### config.mk
export PLATFORM = sky130hd
export DESIGN_NAME = cordic_iter
export DESIGN_NICKNAME = d
export VERILOG_FILES = /design/src/rtl/cordic_iter.sv
export SDC_FILE = /design/constraint.sdc
export NUM_CORES = 1
export LEC_CHECK = 0
export BUFFER_PORTS_ARGS = -buffer_cell sky130_fd_sc_hd__buf_4
export CAP_MARGIN = 20
export CORE_MARGIN = 4
export CORE_UTILIZATION = 56
export CTS_CLUSTER_DIAMETER = 120
export DETAILED_ROUTE_END_ITERATION = 12
export PLACE_DENSITY = 0.76
export SKIP_CTS_REPAIR_TIMING = 1
export SYNTH_ARGS = -nofsm -noshare
export SYNTH_HDL_FRONTEND = slang
export SYNTH_SLANG_ARGS = --single-unit
### constraint.sdc
create_clock -name CLK -period 4.2 [get_ports CLK]
set_input_delay 0.42 -clock CLK [delete_from_list [all_inputs] [get_ports CLK]]
set_output_delay 0.42 -clock CLK [all_outputs]
set_load 0.02 [all_outputs]
### src/rtl/cordic_iter.sv
// Iterative CORDIC engine (rotating / vectoring), one micro-rotation per clock behind a put/get handshake.
// Optional macro CORDIC_GAIN_COMP_EN adds a COMP state that scales x/y by 1/K before the result is offered.
module cordic_iter #(
    parameter int W    = 16,
    parameter int ITER = 16
) (
    input  logic             CLK,
    input  logic             RST,
    input  logic [3*W:0]     request_put,
    input  logic             EN_request_put,
    output logic             RDY_request_put,
    output logic [3*W+1:0]   response_get,
    input  logic             EN_response_get,
    output logic             RDY_response_get
);
    localparam int IW = (ITER > 1) ? $clog2(ITER) : 1;
    localparam int DW = W + 2;
    localparam logic [IW-1:0] LAST_ITER   = IW'(ITER - 1);
    localparam logic [IW-1:0] ITER_ONE    = IW'(1);
    localparam logic [W-1:0]  HALF_PI     = {2'b01, {(W-2){1'b0}}};
    localparam logic [W-1:0]  NEG_HALF_PI = {2'b11, {(W-2){1'b0}}};

    typedef enum logic [1:0] {
        S_IDLE = 2'd0,
        S_BUSY = 2'd1,
        S_COMP = 2'd2,
        S_DONE = 2'd3
    } state_t;

`ifdef CORDIC_GAIN_COMP_EN
    localparam state_t POST_STATE = S_COMP;
`else
    localparam state_t POST_STATE = S_DONE;
`endif

    // atan(2^-i) in binary-angle units, from a fixed-point Taylor series (2^-64 resolution).
    function automatic logic [W-1:0] atan_calc(input int i);
        logic [127:0] pi_fx;
        logic [127:0] acc;
        logic [127:0] term;
        int           sh;
        pi_fx = 128'h3_243F_6A88_85A3_08D3;
        acc   = 128'd0;
        term  = 128'd0;
        if (i == 0) begin
            acc = pi_fx >> 2;
        end else begin
            for (int k = 0; k < 64; k++) begin
                sh = 64 - i * (2 * k + 1);
                if (sh >= 0) begin
                    term = (128'd1 << sh) / 128'(2 * k + 1);
                    if ((k % 2) == 0) begin
                        acc = acc + term;
                    end else begin
                        acc = acc - term;
                    end
                end else begin
                    term = 128'd0;
                end
            end
        end
        atan_calc = W'(((acc << (W - 1)) + (pi_fx >> 1)) / pi_fx);
    endfunction

    logic [W-1:0] atan_tab [2**IW];

    for (genvar g = 0; g < 2**IW; g++) begin : g_atan
        if (g < ITER) begin : g_used
            localparam logic [W-1:0] ATAN_G = atan_calc(g);
            assign atan_tab[g] = ATAN_G;
        end else begin : g_pad
            assign atan_tab[g] = {W{1'b0}};
        end
    end

    state_t               state_q, state_d;
    logic [IW-1:0]        iter_q, iter_d;
    logic                 mode_q, mode_d;
    logic signed [DW-1:0] x_q, x_d, y_q, y_d;
    logic [W-1:0]         z_q, z_d;
    logic                 rdy_put_q, rdy_put_d, rdy_get_q, rdy_get_d;

    logic                 req_mode_s;
    logic [W-1:0]         req_x_s, req_y_s, req_z_s;
    logic signed [DW-1:0] in_x_s, in_y_s, pre_x_s, pre_y_s;
    logic [W-1:0]         pre_z_s;
    logic signed [DW-1:0] x_sh_s, y_sh_s;
    logic                 dir_pos_s;

    assign {req_mode_s, req_x_s, req_y_s, req_z_s} = request_put;
    assign in_x_s    = {{2{req_x_s[W-1]}}, req_x_s};
    assign in_y_s    = {{2{req_y_s[W-1]}}, req_y_s};
    assign x_sh_s    = x_q >>> iter_q;
    assign y_sh_s    = y_q >>> iter_q;
    // d = +1 when z >= 0 (rotating) or y < 0 (vectoring)
    assign dir_pos_s = mode_q ? y_q[DW-1] : ~z_q[W-1];

`ifdef CORDIC_GAIN_COMP_EN
    localparam int PW = 2 * W + 2;
    localparam logic [W:0] KINV = (W + 1)'($rtoi(0.6072529 * (2.0 ** W) + 0.5));
    localparam logic signed [PW-1:0] ROUND_HALF = {{(W + 2){1'b0}}, 1'b1, {(W - 1){1'b0}}};
    logic signed [PW-1:0] prod_x_s, prod_y_s, rnd_x_s, rnd_y_s;
    logic                 comp_unused_s;

    assign prod_x_s      = $signed({{W{x_q[DW-1]}}, x_q}) * $signed({{(W + 1){1'b0}}, KINV});
    assign prod_y_s      = $signed({{W{y_q[DW-1]}}, y_q}) * $signed({{(W + 1){1'b0}}, KINV});
    assign rnd_x_s       = prod_x_s + ROUND_HALF;
    assign rnd_y_s       = prod_y_s + ROUND_HALF;
    assign comp_unused_s = ^{rnd_x_s[W-1:0], rnd_y_s[W-1:0]};
`endif

    // Fold the request into the convergence range |angle| <= pi/2.
    always_comb begin
        pre_x_s = in_x_s;
        pre_y_s = in_y_s;
        pre_z_s = req_z_s;
        if (req_mode_s == 1'b0) begin
            if ($signed(req_z_s) >= $signed(HALF_PI)) begin
                pre_x_s = -in_y_s;
                pre_y_s = in_x_s;
                pre_z_s = req_z_s - HALF_PI;
            end else if ($signed(req_z_s) < $signed(NEG_HALF_PI)) begin
                pre_x_s = in_y_s;
                pre_y_s = -in_x_s;
                pre_z_s = req_z_s + HALF_PI;
            end else begin
                pre_z_s = req_z_s;
            end
        end else begin
            if (in_x_s[DW-1] && !in_y_s[DW-1]) begin
                pre_x_s = in_y_s;
                pre_y_s = -in_x_s;
                pre_z_s = HALF_PI;
            end else if (in_x_s[DW-1]) begin
                pre_x_s = -in_y_s;
                pre_y_s = in_x_s;
                pre_z_s = NEG_HALF_PI;
            end else begin
                pre_z_s = {W{1'b0}};
            end
        end
    end

    // Next-state and datapath update.
    always_comb begin
        state_d = state_q;
        iter_d  = iter_q;
        mode_d  = mode_q;
        x_d     = x_q;
        y_d     = y_q;
        z_d     = z_q;
        case (state_q)
            S_IDLE: begin
                if (EN_request_put) begin
                    mode_d  = req_mode_s;
                    x_d     = pre_x_s;
                    y_d     = pre_y_s;
                    z_d     = pre_z_s;
                    iter_d  = {IW{1'b0}};
                    state_d = S_BUSY;
                end else begin
                    state_d = S_IDLE;
                end
            end
            S_BUSY: begin
                if (dir_pos_s) begin
                    x_d = x_q - y_sh_s;
                    y_d = y_q + x_sh_s;
                    z_d = z_q - atan_tab[iter_q];
                end else begin
                    x_d = x_q + y_sh_s;
                    y_d = y_q - x_sh_s;
                    z_d = z_q + atan_tab[iter_q];
                end
                if (iter_q == LAST_ITER) begin
                    iter_d  = {IW{1'b0}};
                    state_d = POST_STATE;
                end else begin
                    iter_d  = iter_q + ITER_ONE;
                end
            end
`ifdef CORDIC_GAIN_COMP_EN
            S_COMP: begin
                x_d     = rnd_x_s[PW-1:W];
                y_d     = rnd_y_s[PW-1:W];
                state_d = S_DONE;
            end
`endif
            S_DONE: begin
                if (EN_response_get) begin
                    state_d = S_IDLE;
                end else begin
                    state_d = S_DONE;
                end
            end
            default: begin
                state_d = S_IDLE;
            end
        endcase
        rdy_put_d = (state_d == S_IDLE);
        rdy_get_d = (state_d == S_DONE);
    end

    // State, datapath and ready registers; RST discards any transaction in flight.
    always_ff @(posedge CLK) begin
        if (RST) begin
            state_q   <= S_IDLE;
            iter_q    <= {IW{1'b0}};
            mode_q    <= 1'b0;
            x_q       <= {DW{1'b0}};
            y_q       <= {DW{1'b0}};
            z_q       <= {W{1'b0}};
            rdy_put_q <= 1'b1;
            rdy_get_q <= 1'b0;
        end else begin
            state_q   <= state_d;
            iter_q    <= iter_d;
            mode_q    <= mode_d;
            x_q       <= x_d;
            y_q       <= y_d;
            z_q       <= z_d;
            rdy_put_q <= rdy_put_d;
            rdy_get_q <= rdy_get_d;
        end
    end

    assign RDY_request_put  = rdy_put_q;
    assign RDY_response_get = rdy_get_q;
    assign response_get     = {x_q[W:0], y_q[W:0], z_q};
endmodule

# [Word-level counts from Yosys, hierarchy flattened]
# Memories as Yosys holds them, arrays and structs flattened.
# Index checks and enable logic that the tools add are counted.
[totals] out_inout_bits=52 ff_bits=61 romBits=256 wordCells=73 n_memories=1 in_bits=53
[classes] n_lt_le_gt_ge=3 shift=2 reduce_logical=7 muxes=34 n_eq_ne=5 addsub=11 bitwise=2
[memory_table] name="(no name shown)" depth=16 word_bits=16 read_ports=1 rd_ports_with_merged_regs=0 write_ports=0 line_no="173" source="z_d = z_q + atan_tab[iter_q];"
[ops] operator="2-to-1 mux 18 bit" n=14
[ops] operator="2-to-1 mux 16 bit" n=9
[ops] operator="case mux 18 bit (2 select lines)" n=2
[ops] operator="adder 18 bit" n=2
[ops] operator="negator 16 -> 18 bit" n=2
[ops] operator=">>> shifter 18 x 4 -> 18 bit" n=2
[ops] operator="subtractor 18 bit" n=2
[ops] operator="case mux 16 bit (2 select lines)" n=1
[ops] operator="adder 16 x 15 -> 16 bit (second input constant)" n=1
[ops] operator="adder 16 bit" n=1
[ops] operator=">= comparator 16 bit (second input constant)" n=1
[ops] operator="< comparator 16 x 15 -> 1 bit (second input constant)" n=1
[ops] operator="subtractor 16 x 15 -> 16 bit (second input constant)" n=1
[ops] operator="subtractor 16 bit" n=1
[ops] operator="2-to-1 mux 4 bit" n=2
[ops] operator="case mux 4 bit (2 select lines)" n=1
[ops] operator="case mux 2 bit (3 select lines)" n=1
[ops] operator=">= comparator 5 bit (second input constant)" n=1
[ops] operator="NOT 4 -> 5 bit" n=1
[ops] operator="adder 4 x 1 -> 4 bit (second input constant)" n=1
[ops] operator="== test 2 bit (second input constant)" n=2
[ops] operator="== test 4 bit (second input constant)" n=1
[ops] operator="logical NOT 2 bit" n=2
[ops] operator="2-to-1 mux 2 bit" n=2
[ops] operator="8 further kinds" n=10

# [Depth between registers and ports, before layout]
# Gate-level depths: netlist of the first run.
[depth] ltp_word=7 ltp_mapped=21 ltp_nobuf=18

# [Least setup slack after synthesis of the first run]
# Ideal clock, no wire load.
[synth_timing] path_type="register -> register" from="register iter_q[3]" to="register x_q[14]" arrival_time_ns=4.341 stages_incl_launch_ff=18 path_buffers=5 period_less_slack_ns=4.436 required_ns=4.105 setup_ns=0.095 slack_ns=-0.236 cell_sequence="dfxtp_1 > clkbuf_1 > buf_1 > clkbuf_1 > clkbuf_1 > buf_1 > o21ai_0 > ha_1 > a21oi_1 > fa_1 > a21o_1 > a21o_1 > a21oi_1 > o21ai_0 > o41a_1 > a31oi_1 > xor2_1 > a221oi_1"
[synth_via] elab_chain_len=4 word_cells_on_any_way=5 cone_classes="2 x add/sub; 1 x shift; 2 x mux"
[synth_lines] element="from (decl)" line_no="77" source="logic [IW-1:0] iter_q, iter_d;"
[synth_lines] element="from (signal assigned)" line_no="208" source="iter_q <= {IW{1'b0}};"
[synth_lines] element="from (signal assigned)" line_no="217" source="iter_q <= iter_d;"
[synth_lines] element=">>> shifter 18 x 4 -> 18 bit *" line_no="94" source="assign y_sh_s = y_q >>> iter_q;"
[synth_lines] element="adder 18 bit / subtractor 18 bit (equally long branches)" line_no="171, 167"
[synth_lines] element="2-to-1 mux 18 bit *" line_no="166" source="if (dir_pos_s) begin"
[synth_lines] element="case mux 18 bit (2 select lines) *" line_no="152" source="case (state_q)"
[synth_lines] element="to (signal assigned)" line_no="210" source="x_q <= {DW{1'b0}};"
[synth_lines] element="to (decl)" line_no="79" source="logic signed [DW-1:0] x_q, x_d, y_q, y_d;"
# Mark *: on every way between the ends. The rest lies on a longest branch, timed or not.
# A chain may end at the register's enable or synchronous reset.

# [Final worst setup path of the first run]
[layout_timing] from="register iter_q[0]" to="register x_q[16]"
# Same word-level chain as after synthesis.

==> results of run 1 <==
==> stage by stage <==
stage	TNS [ns]	util, %	cell area (um^2)	setup slack (ns)	hold WS [ns]
CTS	-5.83	70.3	12700	-0.437	0.379
global placement	-2.98	68.6	12400	-0.290	0.512
floorplan	-0.0441	-	10400	-0.0386	0.467
global route	-5.10	73.5	13200	-0.464	0.399
detailed placement	-4.81	68.6	12400	-0.412	0.523
finish	-2.46	73.5	13200	-0.393	0.382
==> flip-flops by register name, indices dropped and copies added, names as in the netlist <==
register	count
RDY_request_put	1
RDY_response_get	1
y_q	18
z_q	16
mode_q	1
iter_q	4
x_q	18
state_q	2
==> worst max-delay path, delay by kind of cell (launching register included) <==
family | cells | cell delay, ns
AOI/OAI and AO/OA | 8 | 1.60
xor gates and xnor gates | 1 | 0.30
adders and majority gates | 1 | 0.29
buffers and inverters | 3 | 0.37
DFF | 1 | 0.43
muxes | 2 | 0.86
and+or+nand+nor | 3 | 0.63
==> power groups by stage <==
stage | Combinational [mW] | Clock (mW) | Sequential (mW)
2_1_floorplan | 3.34 | 0 | 0.886
3_3_place_gp | 5.11 | 0 | 0.913
5_1_grt | 6.41 | 0.847 | 0.928
4_1_cts | 5.25 | 0.822 | 0.908
3_5_place_dp | 5.20 | 0 | 0.918
6_report | 6.02 | 0.829 | 0.930
==> metal layers <==
| layer | share of wire (%) | vias up | GRT usage [%] |
|---|---|---|---|
| li1 | - | 5608 | - |
| met1 | 38 | 5798 | 50.2 |
| met2 | 43 | 972 | 55.1 |
| met3 | 12 | 184 | 7.65 |
| met4 | 5.7 | 2 | 15.6 |
| met5 | 0.032 | - | 0 |
==> worst min-delay path by stage <==
stage	slack (ns)	endpoint	depth (start not counted)	startpoint
floorplan	0.47	x_q[0]$_SDFFE_PP0P_	2	x_q[0]$_SDFFE_PP0P_
global placement	0.51	z_q[8]$_SDFFE_PP0P_	2	z_q[8]$_SDFFE_PP0P_
detailed placement	0.52	z_q[8]$_SDFFE_PP0P_	2	z_q[8]$_SDFFE_PP0P_
CTS	0.38	z_q[5]$_SDFFE_PP0P_	3	request_put[5]
global route	0.40	z_q[8]$_SDFFE_PP0P_	3	request_put[8]
finish	0.38	z_q[5]$_SDFFE_PP0P_	3	request_put[5]
==> cell usage after synthesis, types with 8 or more instances <==
| library cell | instances | area [um^2] |
|---|---|---|
| o21a_1 | 11 | 82.6 |
| buf_4 | 38 | 285 |
| nand2b_1 | 18 | 113 |
| o22ai_1 | 15 | 93.8 |
| mux4_2 | 34 | 766 |
| and2_1 | 9 | 56.3 |
| buf_1 | 19 | 71.3 |
| or3_1 | 29 | 181 |
| nor3_1 | 45 | 225 |
| a221oi_1 | 16 | 140 |
| and3_1 | 16 | 100 |
| o21ai_0 | 90 | 450 |
| o211ai_1 | 30 | 225 |
| mux2i_1 | 49 | 490 |
| clkbuf_1 | 78 | 293 |
| a31oi_1 | 15 | 93.8 |
| inv_1 | 36 | 135 |
| a21o_1 | 21 | 158 |
| nor2_1 | 131 | 492 |
| ha_1 | 63 | 788 |
| nand2_1 | 106 | 398 |
| dfxtp_1 | 61 | 1220 |
| a211oi_1 | 40 | 300 |
| xor2_1 | 41 | 359 |
| nor2b_1 | 15 | 93.8 |
| a311oi_1 | 13 | 114 |
| a21oi_1 | 106 | 531 |
| o31ai_1 | 15 | 113 |
| nand3_1 | 25 | 125 |
| mux2_2 | 13 | 146 |
| nand4_1 | 8 | 50.1 |
| nor4_1 | 8 | 50.1 |
| xnor2_1 | 53 | 464 |
| a2111oi_0 | 9 | 78.8 |
==> kinds of logic (layout without fill, tap and decap cells) <==
family          after synthesis  after routing  synth area share [%]
simple gates                438            438                  20.4
buf+inv                     186            392                  8.70
xor+xnor                     94             94                  7.98
compound gates              452            452                  29.3
fa+ha+maj                    66             66                  8.22
mux                          96             96                  13.6
flops                        61             61                  11.8
==> cells in the final DEF, fill, tap and decap left out, drive strengths merged, types with 11 or more instances in the layout <==
master,synthesis,routed
a211oi,40,40
a21o,21,21
a21oi,106,106
a221oi,16,16
a311oi,13,13
a31oi,16,16
and3,17,17
buf,69,338
clkbuf,79,12
dfxtp,61,61
ha,63,63
inv,36,37
mux2,13,13
mux2i,49,49
mux4,34,34
nand2,106,106
nand2b,18,18
nand3,25,25
nor2,131,131
nor2b,15,15
nor3,45,45
o211ai,30,30
o21a,11,11
o21ai,93,93
o22ai,15,15
o31ai,15,15
or3,30,30
xnor2,53,53
xor2,41,41
==> final cells by class <==
class | count | share of cell area (%)
clock buffers | 12 | 1.79
clock inverters | 4 | 0.548
inverters | 38 | 1.08
multi-input cells | 1146 | 65.2
flip-flops and latches | 61 | 9.28
well taps | 229 | 2.16
repair buffers | 338 | 19.9
==> impl_metrics.py, run 1 <==
metrics = {
    "logic_synthesis": {
        "synth_area_um2": 10300,
        "ys_seq_elements": 61,
        "synthArstFlopShare_pct": 0,
        "syn_avg_cell_area_um2": 7.41,
        "syn-num-nets": 1512,
        "yosysUniqueCellTypes": 82,
        "synth-edff-count": 0,
        "ys.flop_type": "dfxtp_1",
        "synthesis.instances": 1393,
        "yosys_warnings": 0,
        "ys_seq_area_share_pct": 11.8,
    },
    "cts": {
        "htreeDepth": 3,
        "cts.sink_count": 61,
        "path_clk_slew_ns": 0.07,
        "clock-root-buffer": "clkbuf_16",
        "cts_buffers": 9,
        "cts_max_path_buffers": 2,
        "clk_latency_ns": 0.34,
        "cts_tree": "built",
    },
    "global_routing": {
        "grt_pass1_wl_um": 59800,
        "antenna_found_initial": 1,
        "grt_use_total_pct": 36.4,
        "grt_pass1_vias": 10900,
        "grt_overflow": 0,
        "grt_max_degree": 61,
    },
    "critical_path": {
        "worstPathArrival_ns": 4.84,
        "critPathMaxStageDelay_ns": 0.55,
        "setup.worst_path.end": "x_q[16]$_SDFFE_PP0P_",
        "r2r_cells": 18,
        "required_ns": 4.45,
        "end_kind": "flop",
        "crit_path_max_fanout": 7,
        "timing.rr.start": "iter_q[0]$_SDFFE_PP0P_",
        "timing.critical_path.slowest_stage_cell": "mux4_2",
        "crit_chain": "buf_8 > buf_12 > mux4_2 > mux2_4 > or4_4 > a32oi_2 > nor2_1 > xnor2_1 > ha_1 > o21a_1 > o21a_1 > nand3_2 > o21ai_2 > o41a_1 > a31oi_4 > buf_4 > o21ai_1 > a31oi_1",
        "worstSetupStartpoint": "iter_q[0]$_SDFFE_PP0P_",
        "r2r_end": "x_q[16]$_SDFFE_PP0P_",
        "critical_path_class": "flop to flop",
        "cpMostUsedCell": "o21a_1",
        "worstSetupStartpointType": "flop",
        "r2r_slack_ns": -0.39,
    },
    "floorplanning": {
        "die_width_um": 144,
        "start_util_pct": 57.2,
        "core_area_um2": 18000,
        "die-area_um2": 20700,
        "die_h_um": 144,
        "ios": 105,
        "rows": 49,
    },
    "sta": {
        "skew_ns": 0.0150,
        "hold_viol": 0,
        "worstMarginPinSlew_ns": 0.945,
        "slew_headroom_pct": 36.4,
        "setup_viol_count_final": 12,
        "layout_setup_ws_ns": -0.393,
        "rsz0062_at_grt": "yes",
        "finalCritPeriodShare_pct": 109,
        "final.min_clock_period_ns": 4.59,
        "fmax_ghz": 0.218,
        "drv_slew": 0,
    },
    "power_and_ir_drop": {
        "irDropWorstVdd_v": 0.000558,
        "p_int_mw": 4.12,
        "p_sw_share_pct": 47.0,
        "leakagePower_nw": 5.67,
        "pwr-share-clk_pct": 10.7,
        "power_density_nw_per_um2": 587,
        "power_mw": 7.77,
        "switchingPower_mw": 3.65,
        "power_frac_comb_pct": 77.4,
        "p_seq_share_pct": 12.0,
    },
    "detailed_routing": {
        "drc": 0,
        "firstDrtPassIters": 8,
        "vias": 12600,
        "first_iter_violations": 1727,
        "drt_wl_total_um": 41000,
        "wl_per_cell_um": 22.5,
        "vias_per_cell": 6.87,
        "ant_nets": 0,
    },
    "run_status": {
        "failed_checks": "setup timing",
        "outcome": "complete, but fails checks",
    },
    "finish": {
        "regArea_um2": 1230,
        "antenna-diode-count": 0,
        "num-nets-final": 1713,
        "multiInputGateArea_um2": 8640,
        "fin_cells": 1828,
        "fill_cells": 1388,
        "drive_above_1_share_pct": 31.1,
        "area_growth_pct": 28.4,
    },
    "placed_design": {
        "gp_congestion": 1.02,
        "dp_cells": 1790,
        "dp.final_hpwl_um": 29500,
        "io_buffer_count": 104,
    },
    "worst_hold_path": {
        "holdCritPathClass": "input pin to flop",
    },
    "run": {
        "drv_cap": 0,
    },
}
No activity file was read; power rests on OpenSTA's default activity.
==> inputs of run 2 (changes only) <==
CAP_MARGIN = not set   (was 20)
CELL_PAD_IN_SITES_DETAIL_PLACEMENT = 1   (was not set)
CELL_PAD_IN_SITES_GLOBAL_PLACEMENT = 2   (was not set)
CORE_UTILIZATION = 36   (was 56)
PLACE_DENSITY = 0.8   (was 0.76)
clock period = 4.7 ns   (was 4.2 ns; I/O delays follow)
==> impl_metrics.py, run 2 (synthesis results as in run 1) <==
metrics = {
    "run_status": {
        "outcome": "completed",
    },
    "run": {
        "drv_cap": 0,
    },
    "cts": {
        "cts_buffers": 9,
        "cts_tree": "built",
        "clock-root-buffer": "clkbuf_16",
        "path_clk_slew_ns": 0.06,
        "cts.sink_count": 61,
        "clk_latency_ns": 0.35,
        "cts_max_path_buffers": 2,
        "htreeDepth": 3,
    },
    "critical_path": {
        "cp_top_family": "compound AO/OA/AOI/OAI gates",
        "required_ns": 4.96,
        "critPathMaxStageDelay_ns": 0.54,
        "worstPathArrival_ns": 4.85,
        "crit_path_max_fanout": 6,
        "critPathBufInv": 1,
        "critical_path_class": "flop to flop",
        "crit_chain": "buf_4 > mux4_2 > mux2_2 > or4_4 > a32oi_1 > nor2_1 > xnor2_1 > ha_1 > o21a_1 > o21a_1 > nand3_1 > o21ai_1 > o41a_1 > a31oi_4 > xor2_1 > a221oi_1",
        "worstSetupStartpointType": "flop",
        "end_kind": "flop",
        "cpMostUsedCell": "o21a_1",
        "timing.critical_path.slowest_stage_cell": "or4_4",
    },
    "power_and_ir_drop": {
        "p_seq_share_pct": 14.4,
        "p_sw_share_pct": 50.2,
        "p_int_mw": 2.95,
        "irDropWorstVdd_v": 0.000193,
        "power_frac_comb_pct": 74.5,
        "pwr-share-clk_pct": 11.1,
        "switchingPower_mw": 2.97,
        "leakagePower_nw": 4.98,
        "power_density_nw_per_um2": 488,
    },
    "floorplanning": {
        "die_width_um": 177,
        "die-area_um2": 31400,
        "start_util_pct": 36.8,
        "rows": 61,
        "ios": 105,
        "core_area_um2": 28000,
        "die_h_um": 177,
    },
    "finish": {
        "layout_common_cells": "216 x buf_4, 128 x nor2_1, 106 x nand2_1",
        "drive_above_1_share_pct": 21.9,
        "top_regs": "x_q (18), y_q (18), z_q (16)",
        "area_growth_pct": 17.6,
        "num-nets-final": 1595,
        "fill_cells": 3481,
        "antenna-diode-count": 0,
        "final_common_cell": "buf_4",
    },
    "placed_design": {
        "io_buffer_count": 104,
        "gp_congestion": 0.935,
        "dp.final_hpwl_um": 34000,
    },
    "sta": {
        "setup_viol_count_final": 0,
        "rsz0062_at_grt": "yes",
        "drv_slew": 0,
        "slew_headroom_pct": 28.3,
        "finalCritPeriodShare_pct": 97.7,
        "fin_setup_tns_ns": 0,
        "hold_ws_ns": 0.419,
        "fmax_ghz": 0.218,
        "worstMarginPinSlew_ns": 1.06,
        "final.min_clock_period_ns": 4.59,
        "skew_ns": 0.00979,
        "hold_viol": 0,
    },
    "detailed_routing": {
        "firstDrtPassIters": 5,
        "vias": 11500,
        "drt_wl_total_um": 44100,
        "wl_per_cell_um": 23.7,
        "drc": 0,
        "vias_per_cell": 6.16,
        "first_iter_violations": 1080,
        "ant_nets": 0,
    },
    "global_routing": {
        "antenna_found_initial": 1,
        "grt_pass1_vias": 11300,
        "grt_max_degree": 61,
        "grt_use_total_pct": 27.3,
        "grt_overflow": 0,
        "grt_pass1_wl_um": 67600,
    },
    "worst_hold_path": {
        "holdCritPathClass": "input pin to flop",
    },
}
[run 2: path summary, 6_finish.rpt]
path	startpoint	endpoint	slack (ns)	cells after the start
setup / recovery	iter_q[0]$_SDFFE_PP0P_	x_q[14]$_SDFFE_PP0P_	0.11	16
hold / removal	request_put[8]	z_q[8]$_SDFFE_PP0P_	0.42	3
setup reg to reg	iter_q[0]$_SDFFE_PP0P_	x_q[14]$_SDFFE_PP0P_	0.11	16
hold reg to reg	z_q[5]$_SDFFE_PP0P_	z_q[5]$_SDFFE_PP0P_	0.53	2
[run 2: power groups by stage]
stage / registers [mW] / clock network [mW] / logic, mW
3_5_place_dp: 0.852 / 0 / 4.17
2_1_floorplan: 0.792 / 0 / 2.91
3_3_place_gp: 0.847 / 0 / 4.10
4_1_cts: 0.844 / 0.664 / 4.21
6_report: 0.853 / 0.656 / 4.41
5_1_grt: 0.853 / 0.683 / 4.81
[run 2: stage by stage]
stage                     util (%)  instance area (um^2)  cells  total power [mW]  setup WS, ns
after floorplan                  -                 10300   1393              3.71         0.264
after global placement        41.7                 11700   1835              4.95       0.00421
after detailed placement      41.7                 11700   1835              5.02       -0.0959
after CTS                     42.7                 12000   1851              5.71        -0.136
after global routing          43.3                 12100   1859              6.35       -0.0727
final                         43.3                 12100   1859              5.92         0.108
[run 2: area by class of cell]
type	instances	area (um^2)	area share, %
Sequential cell	61	1230	10.1
Clock buffer	11	243	2.00
Multi-Input combinational cell	1146	8310	68.5
Inverter	38	143	1.18
Tap cell	378	473	3.90
Clock inverter	5	36.3	0.299
Timing Repair Buffer	220	1690	14.0
[run 2: worst register-to-register path, delay by kind of cell, from the launching register on]
kind	cells	cell delay, ns
AOI/OAI and AO/OA	7	1.70
muxes	2	0.83
and+or+nand+nor	3	0.75
DFF	1	0.39
xor gates and xnor gates	2	0.37
adders and majority gates	1	0.30
buffers and inverters	1	0.18
[run 2: per-layer routing]
metal  GRT usage, %  part of all wire (%)
met1           38.4                    46
met2           44.3                    46
met3           3.18                   5.9
met4           7.70                   2.7
met5              0                 0.030
